## src/rtl/adas_actuator_ctrl.sv

```systemverilog
// ADAS gas/brake actuator controller: tick-gated pedal intent decode, interlocked
// throttle/brake duty ramps, emergency-brake override and free-running PWM drive.
module adas_actuator_ctrl #(
  parameter int unsigned STEP    = 8,
  parameter int unsigned THR_MAX = 200,
  parameter int unsigned BRK_MAX = 240
) (
  input  logic       clk,
  input  logic       rst,
  input  logic       timer_trick_i,
  input  logic       mode_i,
  input  logic       gas_i,
  input  logic       brake_i,
  input  logic       emerg_i,
  output logic [2:0] state_o,
  output logic [7:0] throttle_duty_o,
  output logic [7:0] brake_duty_o,
  output logic       throttle_pwm_o,
  output logic       brake_pwm_o
);
  localparam int NUM_CH = 2;
  localparam logic [8:0] STEP_1X  = 9'(STEP);
  localparam logic [8:0] STEP_2X  = 9'(2 * STEP);
  localparam logic [8:0] THR_CEIL = 9'(THR_MAX);
  localparam logic [8:0] BRK_CEIL = 9'(BRK_MAX);

  typedef enum logic [2:0] {
    S_IDLE  = 3'd0,
    S_COAST = 3'd1,
    S_ACCEL = 3'd2,
    S_BRAKE = 3'd3,
    S_HOLD  = 3'd4,
    S_EMERG = 3'd5
  } state_e;

  function automatic logic [7:0] sat_sub(input logic [7:0] v, input logic [8:0] dec);
    return (dec > {1'b0, v}) ? 8'd0 : 8'({1'b0, v} - dec);
  endfunction

  function automatic logic [7:0] sat_add(input logic [7:0] v, input logic [8:0] inc,
                                         input logic [8:0] ceil);
    logic [8:0] r;
    r = {1'b0, v} + inc;
    return (r > ceil) ? ceil[7:0] : r[7:0];
  endfunction

  state_e     state_q, cmd_d;
  logic [7:0] thr_q, brk_q;

  always_comb begin
    cmd_d = S_IDLE;
    if (mode_i) begin
      case ({gas_i, brake_i})
        2'b00:   cmd_d = S_COAST;
        2'b10:   cmd_d = S_ACCEL;
        2'b01:   cmd_d = S_BRAKE;
        default: cmd_d = S_HOLD;
      endcase
    end
  end

  // A pedal only rises once the opposing one has already reached zero,
  // which keeps the pair mutually exclusive on every cycle.
  always_ff @(posedge clk) begin
    if (rst) begin
      state_q <= S_IDLE;
      thr_q   <= '0;
      brk_q   <= '0;
    end else if (emerg_i) begin
      state_q <= S_EMERG;
      thr_q   <= '0;
      brk_q   <= BRK_CEIL[7:0];
    end else if (timer_trick_i) begin
      state_q <= cmd_d;
      case (cmd_d)
        S_COAST: begin
          thr_q <= sat_sub(thr_q, STEP_1X);
          brk_q <= sat_sub(brk_q, STEP_1X);
        end
        S_ACCEL: begin
          brk_q <= sat_sub(brk_q, STEP_1X);
          if (brk_q == 8'd0) thr_q <= sat_add(thr_q, STEP_1X, THR_CEIL);
        end
        S_BRAKE: begin
          thr_q <= sat_sub(thr_q, STEP_2X);
          if (thr_q == 8'd0) brk_q <= sat_add(brk_q, STEP_1X, BRK_CEIL);
        end
        S_HOLD: brk_q <= sat_sub(brk_q, STEP_1X);
        default: begin
          thr_q <= '0;
          brk_q <= '0;
        end
      endcase
    end
  end

  assign state_o         = state_q;
  assign throttle_duty_o = thr_q;
  assign brake_duty_o    = brk_q;

  // PWM: channel 0 throttle, channel 1 brake; shadows reload only at the wrap.
  logic [7:0]              cnt_q;
  logic [NUM_CH-1:0][7:0]  duty, shadow_q;
  logic [NUM_CH-1:0]       pwm_q;

  assign duty = {brk_q, thr_q};

  always_ff @(posedge clk) begin
    if (rst) begin
      cnt_q    <= '0;
      shadow_q <= '0;
      pwm_q    <= '0;
    end else begin
      cnt_q <= cnt_q + 8'd1;
      for (int ch = 0; ch < NUM_CH; ch++) begin
        if (cnt_q == 8'hFF) shadow_q[ch] <= duty[ch];
        pwm_q[ch] <= (cnt_q < shadow_q[ch]);
      end
    end
  end

  assign throttle_pwm_o = pwm_q[0];
  assign brake_pwm_o    = pwm_q[1];
endmodule

```

## config.mk

```make
export PLATFORM = sky130hd
export DESIGN_NAME = adas_actuator_ctrl
export DESIGN_NICKNAME = d
export VERILOG_FILES = /design/src/rtl/adas_actuator_ctrl.sv
export SDC_FILE = /design/constraint.sdc
export NUM_CORES = 1
export LEC_CHECK = 0
export CORE_ASPECT_RATIO = 1.4
export CORE_UTILIZATION = 61
export CTS_CLUSTER_DIAMETER = 60
export DETAILED_ROUTE_END_ITERATION = 6
export GPL_TIMING_DRIVEN = 0
export PLACE_DENSITY = 0.85
export SLEW_MARGIN = 20
export SYNTH_ARGS = -nofsm -noshare
export SYNTH_HDL_FRONTEND = slang
export SYNTH_SLANG_ARGS = --single-unit
```

## constraint.sdc

```tcl
create_clock -name clk -period 3.2 [get_ports clk]
set_input_delay 0.48 -clock clk [delete_from_list [all_inputs] [get_ports clk]]
set_output_delay 0.48 -clock clk [all_outputs]
set_load 0.005 [all_outputs]
```

; Word level (Yosys, flattened, before mapping)
; Cells that the tools add are included.
[word_totals]
in_bits = 7
ram_bits = 0
mem_bits_ro = 0
memories = 0
latch_bits = 0
ff_bits = 45
[op_classes]
shifts = 0
div_mod_pow = 0
reduce_logical = 9
eq_ne = 10
mul = 0
order_cmp = 7
mux = 15
add_sub_neg = 6
n_bitwise = 1
[op_table]
columns = operator, count
row1 = 8-bit 2-to-1 mux, 9
row2 = 8-bit case mux with 4 select lines, 1
row3 = 8-bit by 4-bit adder with 9-bit output (second input constant), 2
row4 = 9-bit by 8-bit greater-than comparator with 1-bit output (second input constant), 2
row5 = 4-bit by 8-bit greater-than comparator with 1-bit output (first input constant), 2
row6 = 8-bit zero test, 2
row7 = 8-bit < comparator, 2
row8 = 8-bit case mux with 2 select lines, 1
row9 = 8-bit by 4-bit subtractor with 8-bit output (second input constant), 2
row10 = 3-bit 2-to-1 mux, 3
row11 = 3-bit case mux with 3 select lines, 1
row12 = 8-bit by 1-bit adder with 8-bit output (second input constant), 1
row13 = 8-bit equality test (second input constant), 1
row14 = 5-bit by 8-bit greater-than comparator with 1-bit output (first input constant), 1
row15 = 8-bit by 5-bit subtractor with 8-bit output (second input constant), 1
row16 = 3-bit by 2-bit equality test with 1-bit output (second input constant), 2
row17 = 2-bit inequality test (second input constant), 2
row18 = 2-bit AND reduction, 2
row19 = 3-bit by 1-bit equality test with 1-bit output (second input constant), 1
row20 = 3-bit equality test (second input constant), 1
row21 = 3-bit inequality test (second input constant), 1
row22 = 3-bit AND reduction, 1
row23 = 3-bit OR reduction, 1
row24 = 2-bit by 1-bit equality test with 1-bit output (second input constant), 1
row25 = 5 further kinds, 5

; Longest topological paths before layout
; Gate-level depths: netlist of run 1.
[logic_depth]
ltp_word = 8
mapped_depth = 8
ltp_nobuf = 7

; Worst setup path before layout of run 1
; Ideal clock, no wire load.
[synth_timing]
path_kind = input to register
from = input gas_i
to = register brk_q[0], in the netlist brake_duty_o[0]
t_required_ns = 3.085
path_stages = 8
setup_time_ns = 0.115
setup_slack_ns = 1.086
n_path_buf = 1
arrival_time_ns = 1.999
path_cell_list = inv_1 > ha_1 > or2_1 > buf_6 > o311ai_4 > a21oi_2 > or3b_1 > and3_1
[synth_between]
elab_chain_cells = 6
elab_cells_between_ends = 13
classes_between = 7 x eq/ne / 3 x mux / 3 x reduce/logical
[synth_lines]
columns = element, line_no
row1 = "start, declared", 12  ; input logic gas_i,
row2 = "2-bit by 1-bit equality test with 1-bit output, or another cell as far along", 53  ; case ({gas_i, brake_i})
row3 = 3-bit case mux with 3 select lines (*), 53
row4 = 3-bit 2-to-1 mux (*), 52  ; if (mode_i) begin
row5 = "3-bit by 2-bit equality test with 1-bit output, or another cell as far along", 75  ; case (cmd_d)
row6 = 3-bit OR reduction (no line) / 2-bit inequality test (equally long branches), --
row7 = 8-bit case mux with 2 select lines / 2-bit AND reduction (equally long branches), --
row8 = "end signal, assigned", 72  ; brk_q <= BRK_CEIL[7:0];
row9 = "end signal, assigned", 78  ; brk_q <= sat_sub(brk_q, STEP_1X);
row10 = "end signal, assigned", 81  ; brk_q <= sat_sub(brk_q, STEP_1X);
row11 = "end, declared", 48  ; logic [7:0] thr_q, brk_q;
; Every way passes the cells marked *; elsewhere a longest branch is shown, timed or not.
; A chain may end at the register's enable or synchronous reset.

; Worst setup path in the final report of run 1
[layout_timing]
from = input gas_i
to = register brk_q[2], in the netlist brake_duty_o[2]
; Same word-level chain as after synthesis.

==> results.sh, run 1 <==
export IMPL_drt_first_iter_violations=151
export IMPL_hold_buffer_count_at_cts=0
export IMPL_syn_mean_instance_area_sq_um=8.49
export IMPL_floorplan_die_height_um=78.6
export IMPL_setup_tns_ps=0
export IMPL_static_leakage_power_nw=1.13
export IMPL_cpMaxStageDelayCell="clkdlybuf4s50_1"
export IMPL_die_x_um=56.7
export IMPL_syn_to_final_growth_pct=16.7
export IMPL_crit_path_start_kind="input port"
export IMPL_grt_max_degree=14
export IMPL_number_of_antenna_violations_at_the_first_check_in_global_routing=0
export IMPL_setup_viol_count_final=0
export IMPL_place_detailed_instances=369
export IMPL_grt_pass1_vias=2197
export IMPL_period_share_pct=78.2
export IMPL_floorplan_die_area_sq_um=4460
export IMPL_detail_route_wl_per_cell_um=15.4
export IMPL_post_layout_cell_count=377
export IMPL_post_synth_and_or_nand_nor_area_fraction_pct=24.0
export IMPL_synth_warn=0
export IMPL_max_cap_viol_count=0
export IMPL_clk_pin_slew_worst_paths_ps=80
export IMPL_initial_core_util_pct=64.1
export IMPL_master_cell_of_the_clock_root_buffer="clkbuf_8"
export IMPL_grt_util_met3_pct=4.78
export IMPL_cp_cell_sequence="clkdlybuf4s50_1, inv_1, ha_1, nor2_1, nor2_1, o311ai_1, or3b_1, and3_1"
export IMPL_critPathArrivalTime_ps=2700
export IMPL_netlist_top_cells_area="dfxtp_1, ha_1, nor2_1"
export IMPL_required_ps=3400
export IMPL_clk_path_buf_depth=2
export IMPL_maxSlewHeadroom_pct=48.8
export IMPL_synth_cells_most_frequent="dfxtp_1, nor2_1, ha_1"
export IMPL_synth_flop_cell="dfxtp_1"
export IMPL_synthArstFlopShare_pct=0
export IMPL_clock_insertion_delay_worst_skew_ps=300
export IMPL_violations="DRC"
export IMPL_netlist_instances=301
export IMPL_seq_total_area_yosys_pct=30.5
export IMPL_globalRouteOverflowTotal=0
export IMPL_hpwlAfterDp_um=4360
export IMPL_run_status="finished, violations left"
export IMPL_report_power_total_mw=1.17
export IMPL_yosys_area_share_xor_xnor_pct=3.08
export IMPL_io_pins=28
export IMPL_final_core_utilization_pct=74.9
export IMPL_synth_compound_area_share_pct=18.6
export IMPL_cts_resized_gates=0
export IMPL_gr_usage_all_layers_pct=28.0
export IMPL_dr_pass1_iters=7
export IMPL_yosys_area_share_adder_pct=11.3
export IMPL_worst_ir_drop_vdd_v=0.000286
export IMPL_synth_largest_area_cell="dfxtp_1"
export IMPL_layout_min_cycle_time_ps=2500
export IMPL_post_synth_edffs=0
export IMPL_yosysUniqueCellTypes=59
export IMPL_viasPerCell=6.25
export IMPL_critical_path_most_common_cell="nor2_1"
export IMPL_drc_errors=2
export IMPL_vias=2357
export IMPL_rsz0062_at_grt="no"
export IMPL_syn_area_sq_um=2560
export IMPL_worstMarginPinSlew_ps=767
export IMPL_layout_drive_gt1_share_pct=9.88
export IMPL_postRouteWirelength_um=5820
export IMPL_synth_most_common_cell="dfxtp_1"
export IMPL_report_final_hold_viol_count=0
export IMPL_drtAntennaViolNets=0
export IMPL_fmax_mhz=400
export IMPL_clock_tree_from_tritoncts="done"
export IMPL_cts_htree_levels=2
export IMPL_timing_setup_critical_path_class="in -> reg"
export IMPL_cellPowerDensity_nw_per_um2=391
export IMPL_netlist_area_leader_share_pct=30.5
export IMPL_instance_area_after_placement_sq_um=2850
export IMPL_grt_most_used_layer="met2"
export IMPL_cts_setup_buffers=0
export IMPL_fin_worst_skew_ps=9.47
export IMPL_core_area_sq_um=3990
export IMPL_first_pass_grt_wire_length_um=9680
export IMPL_post_synth_mux_area_share_pct=5.09
export IMPL_yosys_register_bits=39
export IMPL_use_met1_pct=30.7
export IMPL_antennaDiodeCount=0
export IMPL_rows=27
export IMPL_port_buffers=23
export IMPL_cts_buffers_inserted=5
export IMPL_timing_critical_path_fanout_max=7
export IMPL_finalInstanceArea_sq_um=2980
export IMPL_timing_critical_path_to_type="register"
export IMPL_number_of_nets_in_the_layout=363
export IMPL_gp_congestion=0.950
export IMPL_worstHoldPathType="in -> reg"
export IMPL_critical_path_max_stage_delay_ps=480
export IMPL_synth_top_family_by_area="simple AND/OR/NAND/NOR gates"
export IMPL_grtUsageMet2_pct=49.0
export IMPL_tritoncts_num_sinks=39
export IMPL_finalMaxSlewViolations=0
power breakdown:
group / internal (mW) / switching (mW)
Combinational: 0.0750 / 0.0902
Sequential: 0.497 / 0.0156
Clock: 0.311 / 0.178
Total: 0.883 / 0.284
cell type report:
class                      instances  area (sq um)
buffer                            16           109
clock buffer                       5          68.8
clock inverter                     3          67.6
fill                             318          1000
inverter                          21          78.8
multi-input combinational        227          1600
sequential                        39           781
tap                               43          53.8
timing repair buffer              23           230
worst max-delay path: cells and delay by family:
| kind | cells | cell delay, ps |
|---|---|---|
| AND/OR/NAND/NOR | 4 | 1300 |
| buffers and inverters | 2 | 540 |
| AO/OA/AOI/OAI | 1 | 140 |
| adder cells (fa/ha/maj) | 1 | 230 |
worst paths after layout:
path                                         from                               to  slack, ps  cells after the start
setup / recovery                            gas_i     brake_duty_o[2]$_SDFFE_PP0P_        700                      8
hold / removal                      timer_trick_i          state_o[1]$_SDFFE_PP0P_        480                      3
setup reg to reg  throttle_duty_o[5]$_SDFFE_PP0P_  throttle_duty_o[7]$_SDFFE_PP0P_        770                      8
hold reg to reg               cnt_q[0]$_SDFF_PP0_              cnt_q[0]$_SDFF_PP0_        480                      1
routing by layer:
metal / vias up / wire length (um)
met3: 25 / 340
li1: 1127 / -
met4: 0 / 228
met2: 99 / 2910
met1: 1106 / 2340
met5: - / 0
cell families (layout without fill, tap and decap cells):
kind of cell	Yosys count	count (layout)
AO/OA/AOI/OAI	64	64
XOR/XNOR	9	9
multiplexers	13	13
buffers and inverters	37	68
AND/OR/NAND/NOR	115	115
flip-flops	39	39
other	1	3
adder cells (fa/ha/maj)	23	23
metrics by stage:
step           hold slack [ps]  worst slack (ps)
4_1_cts                    472               725
5_1_grt                    496               461
2_1_floorplan              425              1090
3_5_place_dp               465               409
3_3_place_gp               444               436
6_report                   475               699
cell usage in the layout (no fill, tap or decap), drive strengths merged, types with 10 or more instances in the layout:
cell type      count
o21ai             10
ha                23
clkdlybuf4s50     23
inv               21
a21oi             14
mux2i             13
buf               14
nand3             12
dfxtp             39
nor2              37
nand2             20
sequential cells by signal, indices dropped and copies added (netlist names):
| name | flops |
|---|---|
| brake_duty_o | 8 |
| cnt_q | 8 |
| pwm_q | 2 |
| shadow_q | 13 |
| state_o | 3 |
| throttle_duty_o | 5 |
Power figures use the tool's default switching activity.
==> run 2, diff against run 1 <==
--- a/config.mk
+++ b/config.mk
@@ -6,11 +6,11 @@
 export NUM_CORES = 1
 export LEC_CHECK = 0
 export CORE_ASPECT_RATIO = 1.4
-export CORE_UTILIZATION = 61
+export CORE_UTILIZATION = 57
 export CTS_CLUSTER_DIAMETER = 60
 export DETAILED_ROUTE_END_ITERATION = 6
 export GPL_TIMING_DRIVEN = 0
-export PLACE_DENSITY = 0.85
+export PLACE_DENSITY = 0.81
 export SLEW_MARGIN = 20
 export SYNTH_ARGS = -nofsm -noshare
 export SYNTH_HDL_FRONTEND = slang
==> constraint.sdc (replaced) <==
create_clock -name clk -period 2.51 [get_ports clk]
set_input_delay 0.3765 -clock clk [delete_from_list [all_inputs] [get_ports clk]]
set_output_delay 0.3765 -clock clk [all_outputs]
set_load 0.005 [all_outputs]
==> run 2 against run 1 <==
Compared with the run above: the flow now finishes without violations; global-route usage decreased by 2.6 points; count of clock-buffer cells in the layout increased by 1; first-iteration DRC count decreased by 32%; critical path depth unchanged; sequential power increased by 28%; combinational power increased by 26%; clock power decreased by 12%; critical endpoint is now throttle_duty_o[7]$_SDFFE_PP0P_.
==> results.sh, run 2 (synthesis results as in run 1) <==
export IMPL_gr_usage_all_layers_pct=25.4
export IMPL_max_cap_viol_count=0
export IMPL_worst_ir_drop_vdd_v=0.000238
export IMPL_static_leakage_power_nw=1.11
export IMPL_detail_route_wl_per_cell_um=14.5
export IMPL_layout_drive_gt1_share_pct=10.2
export IMPL_period_share_pct=97.6
export IMPL_required_ps=2700
export IMPL_crit_path_start_kind="register"
export IMPL_postRouteWirelength_um=5720
export IMPL_die_x_um=58.6
export IMPL_globalRouteOverflowTotal=0
export IMPL_mostFrequentLayoutCell="dfxtp_1"
export IMPL_cts_htree_levels=2
export IMPL_clk_pin_slew_worst_paths_ps=80
export IMPL_finalInstanceArea_sq_um=2960
export IMPL_core_area_sq_um=4270
export IMPL_antennaDiodeCount=0
export IMPL_grt_max_degree=13
export IMPL_setup_viol_count_final=0
export IMPL_worstHoldPathType="in -> reg"
export IMPL_cellPowerDensity_nw_per_um2=436
export IMPL_grt_pass1_vias=2042
export IMPL_syn_to_final_growth_pct=15.9
export IMPL_io_pins=28
export IMPL_clk_path_buf_depth=2
export IMPL_vias=2289
export IMPL_viasPerCell=5.81
export IMPL_dr_pass1_iters=5
export IMPL_clock_insertion_delay_worst_skew_ps=300
export IMPL_port_buffers=23
export IMPL_rsz0062_at_grt="no"
export IMPL_first_pass_grt_wire_length_um=9300
export IMPL_critPathArrivalTime_ps=2640
export IMPL_timing_reg2reg_setup_slack_ps=60
export IMPL_maxSlewHeadroom_pct=48.1
export IMPL_worstMarginPinSlew_ps=776
export IMPL_floorplan_die_area_sq_um=4760
export IMPL_hpwlAfterDp_um=4180
export IMPL_largest_register="shadow_q"
export IMPL_master_cell_of_the_clock_root_buffer="clkbuf_8"
export IMPL_final_core_utilization_pct=69.3
export IMPL_report_final_hold_viol_count=0
export IMPL_timing_critical_path_to_type="register"
export IMPL_clock_tree_from_tritoncts="done"
export IMPL_setup_tns_ps=0
export IMPL_finalMaxSlewViolations=0
export IMPL_number_of_nets_in_the_layout=363
export IMPL_timing_setup_critical_path_class="reg -> reg"
export IMPL_worst_setup_slack_after_placement_ps=-183
export IMPL_timing_critical_path_fanout_max=10
export IMPL_rows=28
export IMPL_drtAntennaViolNets=0
export IMPL_number_of_antenna_violations_at_the_first_check_in_global_routing=0
export IMPL_most_used_cells_in_the_layout_excluding_fill_and_tap_cells="dfxtp_1, nor2_1, ha_1, clkdlybuf4s50_1, inv_1"
export IMPL_floorplan_die_height_um=81.2
export IMPL_run_status="finished, final reports clean"
export IMPL_fmax_mhz=408
export IMPL_cts_buffers_inserted=5
export IMPL_fin_worst_skew_ps=9.72
export IMPL_gp_congestion=0.929
export IMPL_initial_core_util_pct=59.8
export IMPL_cts_resized_gates=0
export IMPL_cts_setup_buffers=0
export IMPL_drc_errors=0
export IMPL_number_of_flip_flops_in_the_largest_register=13
export IMPL_layout_setup_ws_ps=61.1
export IMPL_tritoncts_num_sinks=39
export IMPL_layout_min_cycle_time_ps=2450
export IMPL_hold_buffer_count_at_cts=0
export IMPL_instance_area_after_placement_sq_um=2870
export IMPL_drt_first_iter_violations=102
==> run 2: worst paths after layout <==
kind / start / end / depth (start not counted)
worst min register to register: cnt_q[0]$_SDFF_PP0_ / cnt_q[0]$_SDFF_PP0_ / 1
worst max register to register: throttle_duty_o[5]$_SDFFE_PP0P_ / throttle_duty_o[7]$_SDFFE_PP0P_ / 8
worst min-delay path: timer_trick_i / state_o[1]$_SDFFE_PP0P_ / 3
worst max-delay path: throttle_duty_o[5]$_SDFFE_PP0P_ / throttle_duty_o[7]$_SDFFE_PP0P_ / 8
==> run 2: where the power goes <==
group | switching [mW] | internal [mW]
Clock | 0.236 | 0.194
Sequential | 0.0201 | 0.633
Combinational | 0.112 | 0.0960
Total | 0.368 | 0.924
==> run 2: per-stage QoR <==
stage          hold slack (ps)  power, mW  cells
2_1_floorplan              425      0.804    303
3_3_place_gp               444      0.869    386
3_5_place_dp               454      0.871    386
4_1_cts                    350       1.29    394
5_1_grt                    365       1.34    394
6_report                   355       1.29    394
==> run 2: layer usage <==
layer | global-route usage [%] | vias up | share of wire (%) | wire (um)
met3 | 3.98 | 18 | 4.5 | 257
met4 | 12.6 | 0 | 3.3 | 189
met1 | 30.2 | 1055 | 44 | 2500
met5 | 0 | - | 0 | 0
met2 | 43.9 | 82 | 49 | 2780
li1 | - | 1134 | - | -
==> run 2: worst max-delay path, cell delays in order, from the launching register on <==
cell and delay [ps]:
dfxtp_1 330, buf_2 180, inv_1 110, ha_1 260
nor3b_1 670, a2111oi_2 210, and4b_1 240, o21ai_0 220
a21oi_1 100
==> run 2: cell type report <==
class / instances / area (sq um)
multi-input cells: 227 / 1600
clock inverters: 2 / 12.5
flip-flops and latches: 39 / 781
repair buffers: 23 / 230
well taps: 60 / 75.1
plain buffers: 16 / 109
inverters: 21 / 78.8
clock buffers: 6 / 72.6
fillers: 363 / 1310
==> run 3, diff against run 2 <==
--- a/config.mk
+++ b/config.mk
@@ -6,11 +6,11 @@
 export NUM_CORES = 1
 export LEC_CHECK = 0
 export CORE_ASPECT_RATIO = 1.4
-export CORE_UTILIZATION = 57
+export CORE_UTILIZATION = 55
 export CTS_CLUSTER_DIAMETER = 60
 export DETAILED_ROUTE_END_ITERATION = 6
 export GPL_TIMING_DRIVEN = 0
-export PLACE_DENSITY = 0.81
+export PLACE_DENSITY = 0.78
 export SLEW_MARGIN = 20
 export SYNTH_ARGS = -nofsm -noshare
 export SYNTH_HDL_FRONTEND = slang
==> run 3 against run 2 <==
Compared with the run above: the flow now finishes with violations (DRC); clock power decreased by 4%; cell count increased by 0.51%; first-iteration DRC count decreased by 12%; via count decreased by 1.8%; sequential cell count unchanged; largest cell class unchanged; highest routed layer unchanged.
==> results.sh, run 3 (synthesis results as in run 1) <==
export IMPL_layout_setup_ws_ps=113
export IMPL_critPathArrivalTime_ps=2580
export IMPL_floorplan_die_height_um=82.7
export IMPL_gr_usage_all_layers_pct=25.1
export IMPL_hold_buffer_count_at_cts=0
export IMPL_rows=29
export IMPL_tritoncts_num_sinks=39
export IMPL_report_final_hold_viol_count=0
export IMPL_power_frac_seq_pct=51.4
export IMPL_regToRegStartpoint="throttle_duty_o[5]$_SDFFE_PP0P_"
export IMPL_syn_to_final_growth_pct=16.1
export IMPL_crit_path_start_kind="input port"
export IMPL_port_buffers=23
export IMPL_hpwlAfterDp_um=4210
export IMPL_rsz0062_at_grt="no"
export IMPL_cpMaxStageDelayCell="clkdlybuf4s50_1"
export IMPL_cellPowerDensity_nw_per_um2=428
export IMPL_finalMaxSlewViolations=0
export IMPL_io_pins=28
export IMPL_clock_tree_from_tritoncts="done"
export IMPL_worstHoldPathType="in -> reg"
export IMPL_cp_cell_sequence="clkdlybuf4s50_1, inv_1, ha_1, or2_1, buf_6, o311ai_4, a21oi_2, or3b_1, and3_1"
export IMPL_setup_viol_count_final=0
export IMPL_power_net_switching_uw=352
export IMPL_floorplan_die_area_sq_um=4930
export IMPL_timing_critical_path_to_type="register"
export IMPL_fmax_mhz=417
export IMPL_gp_congestion=0.931
export IMPL_initial_core_util_pct=56.8
export IMPL_worst_ir_drop_vdd_v=0.000238
export IMPL_grt_max_degree=13
export IMPL_required_ps=2700
export IMPL_timing_setup_critical_path_class="in -> reg"
export IMPL_min_delay_path_depth=3
export IMPL_violations="DRC"
export IMPL_cts_setup_buffers=0
export IMPL_final_core_utilization_pct=66.0
export IMPL_layout_min_cycle_time_ps=2400
export IMPL_clk_pin_slew_worst_paths_ps=80
export IMPL_cts_resized_gates=0
export IMPL_viasPerCell=5.67
export IMPL_cellInternalPower_uw=919
export IMPL_run_status="finished, violations left"
export IMPL_number_of_nets_in_the_layout=363
export IMPL_drt_first_iter_violations=90
export IMPL_clock_insertion_delay_worst_skew_ps=290
export IMPL_mostFrequentLayoutCell="dfxtp_1"
export IMPL_detail_route_wl_per_cell_um=14.2
export IMPL_master_cell_of_the_clock_root_buffer="clkbuf_8"
export IMPL_max_cap_viol_count=0
export IMPL_vias=2247
export IMPL_number_of_antenna_violations_at_the_first_check_in_global_routing=0
export IMPL_number_of_flip_flops_in_the_largest_register=13
export IMPL_drtAntennaViolNets=0
export IMPL_power_share_switching_pct=27.7
export IMPL_fin_worst_skew_ps=4.93
export IMPL_combPwrFrac_pct=16.1
export IMPL_static_leakage_power_nw=1.12
export IMPL_cts_buffers_inserted=5
export IMPL_cts_htree_levels=2
export IMPL_clk_path_buf_depth=2
export IMPL_maxSlewHeadroom_pct=61.1
export IMPL_timing_critical_path_fanout_max=7
export IMPL_drc_errors=2
export IMPL_period_share_pct=95.5
export IMPL_grt_pass1_vias=2096
export IMPL_buffer_and_inverter_count_on_the_worst_path=3
export IMPL_worst_setup_slack_after_placement_ps=-170
export IMPL_worst_hold_startpoint="timer_trick_i"
export IMPL_critical_path_max_stage_delay_ps=480
export IMPL_largest_register="shadow_q"
export IMPL_die_x_um=59.6
export IMPL_layout_drive_gt1_share_pct=10.8
export IMPL_worstMarginPinSlew_ps=584
export IMPL_postRouteWirelength_um=5640
export IMPL_timing_reg2reg_setup_slack_ps=260
export IMPL_core_area_sq_um=4500
export IMPL_worstHoldEndpoint="state_o[1]$_SDFFE_PP0P_"
export IMPL_relative_contribution_of_the_clock_network_to_total_power_pct=32.5
export IMPL_first_pass_grt_wire_length_um=9340
export IMPL_most_used_cells_in_the_layout_excluding_fill_and_tap_cells="dfxtp_1, nor2_1, ha_1, clkdlybuf4s50_1, inv_1"
export IMPL_dr_pass1_iters=6
export IMPL_worstRegToRegCells=8
export IMPL_antennaDiodeCount=0
export IMPL_crit_path_max_delay_family="simple AND/OR/NAND/NOR gates"
export IMPL_globalRouteOverflowTotal=0
export IMPL_worst_r2r_endpoint="brake_duty_o[7]$_SDFFE_PP0P_"
[run 3: changes by cell type in the layout (fill, tap and decap cells not counted), sizes merged]
| cell | previous run | this run |
|---|---|---|
| clkinv | 1 | 3 |
| clkinvlp | 1 | 0 |
| clkbuf | 8 | 7 |
[run 3: power groups by stage]
| stage | registers [mW] | clock network [mW] | logic, mW |
|---|---|---|---|
| global placement | 0.668 | 0 | 0.201 |
| CTS | 0.653 | 0.429 | 0.204 |
| finish | 0.653 | 0.413 | 0.205 |
| global route | 0.656 | 0.454 | 0.226 |
| detailed placement | 0.668 | 0 | 0.203 |
| floorplan | 0.664 | 0 | 0.139 |
[run 3: how the worst max path moves through the flow]
| stage | from | end | depth (start not counted) |
|---|---|---|---|
| floorplan | gas_i | brake_duty_o[0]$_SDFFE_PP0P_ | 8 |
| global placement | gas_i | brake_duty_o[2]$_SDFFE_PP0P_ | 8 |
| detailed placement | gas_i | brake_duty_o[1]$_SDFFE_PP0P_ | 9 |
| CTS | throttle_duty_o[5]$_SDFFE_PP0P_ | throttle_duty_o[7]$_SDFFE_PP0P_ | 8 |
| global route | gas_i | throttle_duty_o[6]$_SDFFE_PP0P_ | 9 |
| finish | gas_i | brake_duty_o[1]$_SDFFE_PP0P_ | 9 |
[run 3: worst register-to-register path: stages, from the launching register on]
cell and delay [ps]:
dfxtp_1 320, buf_2 180, inv_1 130, ha_1 170, nor4b_2 420, a21boi_0 380
nand2_1 90, a221oi_1 340, nor3_1 90
[run 3: layout make-up]
| type | instances | area [sq um] |
|---|---|---|
| clock inverter | 3 | 15.0 |
| timing repair buffer | 23 | 230 |
| multi-input combinational | 227 | 1610 |
| fill | 409 | 1530 |
| clock buffer | 5 | 68.8 |
| inverter | 21 | 78.8 |
| buffer | 16 | 109 |
| tap | 62 | 77.6 |
| sequential | 39 | 781 |
[run 3: routing by layer]
| layer | global-route usage [%] | routed length (um) | vias up |
|---|---|---|---|
| met5 | 0 | 0 | - |
| met4 | 14.4 | 195 | 0 |
| met3 | 3.43 | 223 | 21 |
| met2 | 41.9 | 2780 | 63 |
| met1 | 30.5 | 2440 | 1032 |
| li1 | - | - | 1131 |
[run 3: through the flow]
step / total power, mW / TNS (ps) / hold WS [ps] / std cells / cell area [sq um]
final: 1.27 / 0 / 370 / 396 / 2970
after global routing: 1.34 / 0 / 370 / 396 / 2970
after CTS: 1.29 / 0 / 353 / 396 / 2960
after detailed placement: 0.870 / -920 / 451 / 388 / 2870
after global placement: 0.868 / -773 / 443 / 388 / 2870
after floorplan: 0.804 / 0 / 425 / 303 / 2560
